--- src/rtl/uart_rx.sv ---
// 8N1 UART receiver: two-flop synchroniser, mid-bit start qualification,
// centre sampling of each data bit, stop-bit check with one-cycle strobes.
module uart_rx #(
    parameter real SYSCLOCK = 27.0,
    parameter real BAUDRATE = 1.0
) (
    input  logic       clk,
    input  logic       rst_n,
    input  logic       rx,
    output logic [7:0] rx_data,
    output logic       rx_valid,
    output logic       frame_err,
    output logic       rx_bsy
);

    localparam int CLKPERBIT = int'(SYSCLOCK / BAUDRATE);
    localparam int HALFBIT   = CLKPERBIT / 2;
    localparam int CW        = $clog2(CLKPERBIT);

    localparam logic [CW-1:0] CNT_HALF = CW'(HALFBIT - 1);
    localparam logic [CW-1:0] CNT_BIT  = CW'(CLKPERBIT - 1);

    generate
        if (CLKPERBIT < 4) begin : g_bad_ratio
            $error("uart_rx: SYSCLOCK/BAUDRATE must give at least 4 clocks per bit");
        end
    endgenerate

    typedef enum logic [2:0] {
        IDLE,
        START,
        DATA,
        STOP,
        BREAK
    } state_t;

    logic          s1_reg;
    logic          rx_s;
    logic [1:0]    fill_reg;
    logic          armed_reg;
    state_t        state_reg;
    logic [CW-1:0] cnt_reg;
    logic [2:0]    idx_reg;
    logic [7:0]    shift_reg;

    // armed only once the synchroniser carries real pin data and the line is
    // high, so a line that is low at reset release is not taken as a start.
    always_ff @(posedge clk or negedge rst_n) begin
        if (!rst_n) begin
            s1_reg    <= 1'b1;
            rx_s      <= 1'b1;
            fill_reg  <= 2'b00;
            armed_reg <= 1'b0;
        end else begin
            s1_reg   <= rx;
            rx_s     <= s1_reg;
            fill_reg <= {fill_reg[0], 1'b1};
            if (fill_reg[1] && rx_s) begin
                armed_reg <= 1'b1;
            end
        end
    end

    always_ff @(posedge clk or negedge rst_n) begin
        if (!rst_n) begin
            state_reg <= IDLE;
            cnt_reg   <= '0;
            idx_reg   <= 3'd0;
            shift_reg <= 8'h00;
            rx_data   <= 8'h00;
            rx_valid  <= 1'b0;
            frame_err <= 1'b0;
            rx_bsy    <= 1'b0;
        end else begin
            rx_valid  <= 1'b0;
            frame_err <= 1'b0;
            case (state_reg)
                IDLE: begin
                    cnt_reg <= '0;
                    if (armed_reg && !rx_s) begin
                        state_reg <= START;
                        rx_bsy    <= 1'b1;
                    end
                end
                START: begin
                    if (cnt_reg == CNT_HALF) begin
                        cnt_reg <= '0;
                        idx_reg <= 3'd0;
                        if (rx_s) begin
                            state_reg <= IDLE;
                            rx_bsy    <= 1'b0;
                        end else begin
                            state_reg <= DATA;
                        end
                    end else begin
                        cnt_reg <= cnt_reg + 1'b1;
                    end
                end
                DATA: begin
                    if (cnt_reg == CNT_BIT) begin
                        cnt_reg            <= '0;
                        shift_reg[idx_reg] <= rx_s;
                        idx_reg            <= idx_reg + 3'd1;
                        if (idx_reg == 3'd7) begin
                            state_reg <= STOP;
                        end
                    end else begin
                        cnt_reg <= cnt_reg + 1'b1;
                    end
                end
                STOP: begin
                    // Checked mid stop bit, leaving half a bit to catch the next start edge.
                    if (cnt_reg == CNT_BIT) begin
                        cnt_reg <= '0;
                        if (rx_s) begin
                            rx_data   <= shift_reg;
                            rx_valid  <= 1'b1;
                            state_reg <= IDLE;
                            rx_bsy    <= 1'b0;
                        end else begin
                            frame_err <= 1'b1;
                            state_reg <= BREAK;
                        end
                    end else begin
                        cnt_reg <= cnt_reg + 1'b1;
                    end
                end
                BREAK: begin
                    if (rx_s) begin
                        state_reg <= IDLE;
                        rx_bsy    <= 1'b0;
                    end
                end
                default: begin
                    state_reg <= IDLE;
                    rx_bsy    <= 1'b0;
                end
            endcase
        end
    end

endmodule
--- config.mk ---
export PLATFORM = sky130hd
export DESIGN_NAME = uart_rx
export DESIGN_NICKNAME = d
export VERILOG_FILES = /design/src/rtl/uart_rx.sv
export SDC_FILE = /design/constraint.sdc
export NUM_CORES = 1
export LEC_CHECK = 0
export CORE_MARGIN = 5
export CORE_UTILIZATION = 30
export DETAILED_ROUTE_END_ITERATION = 8
export GPL_ROUTABILITY_DRIVEN = 0
export HOLD_SLACK_MARGIN = 0.1
export REMOVE_ABC_BUFFERS = 1
export SYNTH_ARGS = -nofsm -noshare
export SYNTH_HDL_FRONTEND = slang
export SYNTH_SLANG_ARGS = --single-unit
--- constraint.sdc ---
create_clock -name clk -period 3 [get_ports clk]
set_input_delay 0.6 -clock clk [delete_from_list [all_inputs] [get_ports clk]]
set_output_delay 0.6 -clock clk [all_outputs]
set_load 0.02 [all_outputs]
; After elaboration in Yosys (flattened, before gate mapping)
; Cells that the tools add are included.
[word_totals]
out_inout_bits = 11
in_bits = 3
register_bits = 35
[op_classes]
n_addsub = 2
n_bitwise = 1
magnitude_cmp = 2
eq_ne = 13
n_mux = 29
reduce_logical = 13
[op_table]
columns = operator, count
row1 = $mux W3, 9
row2 = $pmux W3 S5, 1
row3 = $pmux W5 S3, 1
row4 = $ne A2 B2 Y1 const B, 6
row5 = $mux W1, 11
row6 = $mux W5, 2
row7 = $bwmux W8, 1
row8 = $eq A3 B2 Y1 const B, 2
row9 = $eq A3 B3 Y1 const B, 2
row10 = $pmux W3 S2, 1
row11 = $reduce_and A3 Y1, 2
row12 = $reduce_and A6 Y1, 1
row13 = $add A5 B1 Y5 const B, 1
row14 = $eq A5 B4 Y1 const B, 1
row15 = $eq A5 B5 Y1 const B, 1
row16 = $pmux W1 S5, 1
row17 = $lt A3 B4 Y1 const B, 1
row18 = $reduce_and A4 Y1, 1
row19 = $add A3 B1 Y3 const B, 1
row20 = $demux W1 S3, 1
row21 = $eq A3 B1 Y1 const B, 1
row22 = $ge A3 B1 Y1 const B, 1
row23 = $logic_and A1 B1 Y1, 3
row24 = $logic_not A3 Y1, 1
row25 = other kinds (7), 7

; Logic depth before layout (Yosys ltp)
[logic_depth]
word_depth = 5
depth_mapped = 6
depth_no_buf = 6

; Least setup slack after synthesis
; No wires, ideal clock.
[synth_path]
path_kind = register to register
start = register cnt_reg[0]
end = register cnt_reg[4]
required_ns = 2.917
path_stages_with_launch = 7
t_arrival_ns = 1.585
slack_ns = 1.332
setup_ns = 0.083
path_cell_list = dfrtp_1 -> inv_1 -> ha_1 -> nand4b_4 -> a22oi_1 -> or4_2 -> o21ai_0
[synth_via]
elab_chain_len = 3
[synth_rtl]
columns = item, line
row1 = from (decl), 42  ; logic [CW-1:0] cnt_reg;
row2 = from (signal assigned), 96  ; cnt_reg <= cnt_reg + 1'b1;
row3 = from (signal assigned), 108  ; cnt_reg <= cnt_reg + 1'b1;
row4 = from (signal assigned), 125  ; cnt_reg <= cnt_reg + 1'b1;
row5 = $add A5 B1 Y5 (tied with other cells), "96, 108, 125"
row6 = "$mux W5, on equally long branches", "100, 113, 86"
row7 = $pmux W5 S3 (*), 77  ; case (state_reg)
; Mark *: on every way between the ends. The rest lies on a longest branch, timed or not.
; A chain may end at the register's enable or synchronous reset.

; Worst setup path in the final report
[layout_path]
start = register cnt_reg[0]
end = register shift_reg[3]
[layout_via]
elab_chain_len = 2
[layout_rtl]
columns = item, line
row1 = $eq A5 B5 Y1, 100  ; if (cnt_reg == CNT_BIT) begin
row2 = $reduce_and A2 Y1 (no line), --
row3 = "to (signal, indexed assignment)", 102  ; shift_reg[idx_reg] <= rx_s;
row4 = to (decl), 44  ; logic [7:0] shift_reg;
; No other way between the ends.

==> flow_summary.ini <==
[status]
status = complete, no violations

[logic_synthesis]
synthesis.area_mm2 = 0.00162
synthesis.instances = 142
synth_edf_count = 0
syn_avg_cell_area_um2 = 11.4
synth_mux_area_frac = 0.118
ys.warnings.count = 0
yosys.area_share.xor_xnor = 0.00540
yosysSeqAreaShare = 0.542
synth_adder_area_share = 0.0386
postSynthRegisterBits = 35
netlist-cell-type-count = 34
postSynth.asyncResetShare = 1.00
synth_top_family_by_area = simple AND/OR/NAND/NOR gates
ys.flop_type = sky130_fd_sc_hd__dfrtp_1
post_synthesis_compound_gate_area_fraction = 0.0795
synth-simple-area-share = 0.188

[floorplan]
die_w_um = 83.5
die_area_mm2 = 0.00698
initial_utilization = 0.313
die_height_um = 83.5
boundaryPins = 14
rows = 26
coreArea_mm2 = 0.00517

[clocking]
postcts_setup_bufs = 0
ctsLongestPathBuffers = 2
cts-htree-levels = 2
clkSinkCount = 35
cts-buffers-inserted = 5
postCtsHoldBufs = 0
cts-resized-gates = 0
tritoncts = done
clock_tree.root_cell = sky130_fd_sc_hd__clkbuf_8
clk_pin_slew_worst_paths_ps = 70
clock_latency_ps = 280

[timing]
max_slew.worst_pin.slew_ps = 652
finClkSkew_ps = 5.00
timing.slew.headroom = 0.566
finalSetupViolCount = 0
final.setup.tns_ps = 0
minimum_clock_period_ps = 1990
fin_hold_ws_ps = 358
final_hold_viol_count = 0
timing.final.crit_share = 0.662
unrepaired_setup_endpoints_after_global_routing = no
timing.fmax_mhz = 503
drv_slew = 0

[worst_hold_path]
min-delay-path-class = reg -> reg

[grt]
grt_usage = 0.0979
first_global_vias = 1189
grt_start_max_net_pins = 36
initial_antenna_violation_count = 0
grt_remaining_overflow = 0
grt_first_pass_wirelength_um = 5620

[detailed_routing]
drc_errors = 0
via_count = 1105
wl_per_cell_um = 13.5
detail-route-antenna-nets = 0
drt-initial-drc-count = 32
drt-pass1-iter-count = 4
via_per_inst = 4.85
total_wire_length_after_detailed_routing_um = 3070

[placement]
port-buffer-count = 13
hpwl_um = 2160
placed_area_mm2 = 0.00182

[power]
p_sw_mw = 0.358
share_of_total_power_in_sequential_cells = 0.454
peakVddDrop_mv = 0.356
switching_part_of_the_total = 0.275
total_leakage_power_nw = 0.907
power.clock.fraction = 0.386
finalPower_mw = 1.30
comb_power_share = 0.161
cellInternalPower_mw = 0.941
p_per_area_mw_per_mm2 = 663

[finish]
final.fill_count = 517
layout.nets = 165
sequential_cell_area_um2 = 878
n_antenna_cell = 0
area_growth_from_synthesis_to_final_layout_pct = 20.8
final_cell_area_mm2 = 0.00196
multi_input_comb_area_um2 = 701
drive_gt1_frac = 0.196
layout.cells.most_common_list = sky130_fd_sc_hd__dfrtp_1, sky130_fd_sc_hd__mux2_2, sky130_fd_sc_hd__clkdlybuf4s50_1
most_frequent_standard_cell_in_the_layout_excluding_fill_and_tap_cells = sky130_fd_sc_hd__dfrtp_1

[setup_path]
setup.worst_path.end_class = flop
cp_slowest_cell = sky130_fd_sc_hd__nor3_1
critPathArrivalTime_ps = 2150
cp_required_ps = 3170
critical_path.cell_chain = inv_1, ha_1, nand4b_4, nor3_1, nand4_1, mux2_2
critical_path.max_stage_delay_ps = 460
worst_setup_path_start_kind = flop
path_max_fanout = 9
critical_path_class = reg -> reg

[flow_run]
maxCapViolCount = 0
per-layer routing:
| metal | routed length [µm] | track usage | vias up |
|---|---|---|---|
| li1 | - | - | 526 |
| met1 | 1290 | 0.111 | 549 |
| met2 | 1590 | 0.171 | 24 |
| met3 | 140 | 0.0316 | 6 |
| met4 | 47 | 0.0380 | 0 |
| met5 | 0 | 0 | - |
synthesized netlist by cell type, types with 3 or more instances:
cell type | count | area, µm²
sky130_fd_sc_hd__nor3_1 | 8 | 40.0
sky130_fd_sc_hd__inv_1 | 5 | 18.8
sky130_fd_sc_hd__a22o_1 | 3 | 26.3
sky130_fd_sc_hd__o21ai_0 | 4 | 20.0
sky130_fd_sc_hd__mux2_2 | 17 | 191
sky130_fd_sc_hd__nand2_1 | 12 | 45.0
sky130_fd_sc_hd__nor2_1 | 8 | 30.0
sky130_fd_sc_hd__ha_1 | 5 | 62.6
sky130_fd_sc_hd__a21oi_1 | 7 | 35.0
sky130_fd_sc_hd__clkbuf_1 | 5 | 18.8
sky130_fd_sc_hd__nand2b_1 | 3 | 18.8
sky130_fd_sc_hd__dfrtp_1 | 33 | 826
sky130_fd_sc_hd__nor2b_1 | 4 | 25.0
logic make-up after synthesis:
| group | after synthesis |
|---|---|
| buf+inv | 11 |
| fa+ha+maj | 5 |
| compound gates | 20 |
| other cells | 1 |
| simple gates | 52 |
| mux | 17 |
| flops | 35 |
| xor+xnor | 1 |
final timing paths:
kind	start	endpoint	slack [ps]	depth (start not counted)
worst max-delay path	cnt_reg[0]	shift_reg[3]	1010	6
worst min-delay path	fill_reg[0]	fill_reg[1]	360	0
min in group asynchronous	rst_n	idx_reg[0]	720	2
worst min register to register	fill_reg[0]	fill_reg[1]	360	0
max in group asynchronous	rst_n	rx_s	1940	2
worst max register to register	cnt_reg[0]	shift_reg[3]	1010	6
power groups by stage:
stage	combinational (mW)	clock, mW	sequential, mW
after floorplan	0.159	0	0.576
after global placement	0.193	0	0.591
after detailed placement	0.210	0	0.596
after global routing	0.241	0.534	0.597
after CTS	0.212	0.516	0.586
final	0.209	0.501	0.589
stage by stage:
| stage | worst slack [ps] | cells | util |
|---|---|---|---|
| global placement | 1120 | 220 | 0.352 |
| finish | 1010 | 228 | 0.379 |
| detailed placement | 1000 | 220 | 0.352 |
| global route | 831 | 228 | 0.379 |
| CTS | 986 | 228 | 0.379 |
| floorplan | 1330 | 136 | - |
worst max-delay path: cells and delay by family (launching register included):
family	cells	cell delay [ps]
AND/OR/NAND/NOR	3	810
adder cells (fa/ha/maj)	1	220
flip-flops	1	430
multiplexers	1	300
buffers and inverters	1	110
area by class of cell:
| type | instances | share of cell area |
|---|---|---|
| clock buffers | 5 | 0.0351 |
| clock inverters | 3 | 0.0345 |
| inverters | 5 | 0.00958 |
| multi-input cells | 96 | 0.358 |
| flip-flops and latches | 35 | 0.448 |
| well taps | 70 | 0.0447 |
| repair buffers | 14 | 0.0702 |
(Power assumes the default switching activity.)
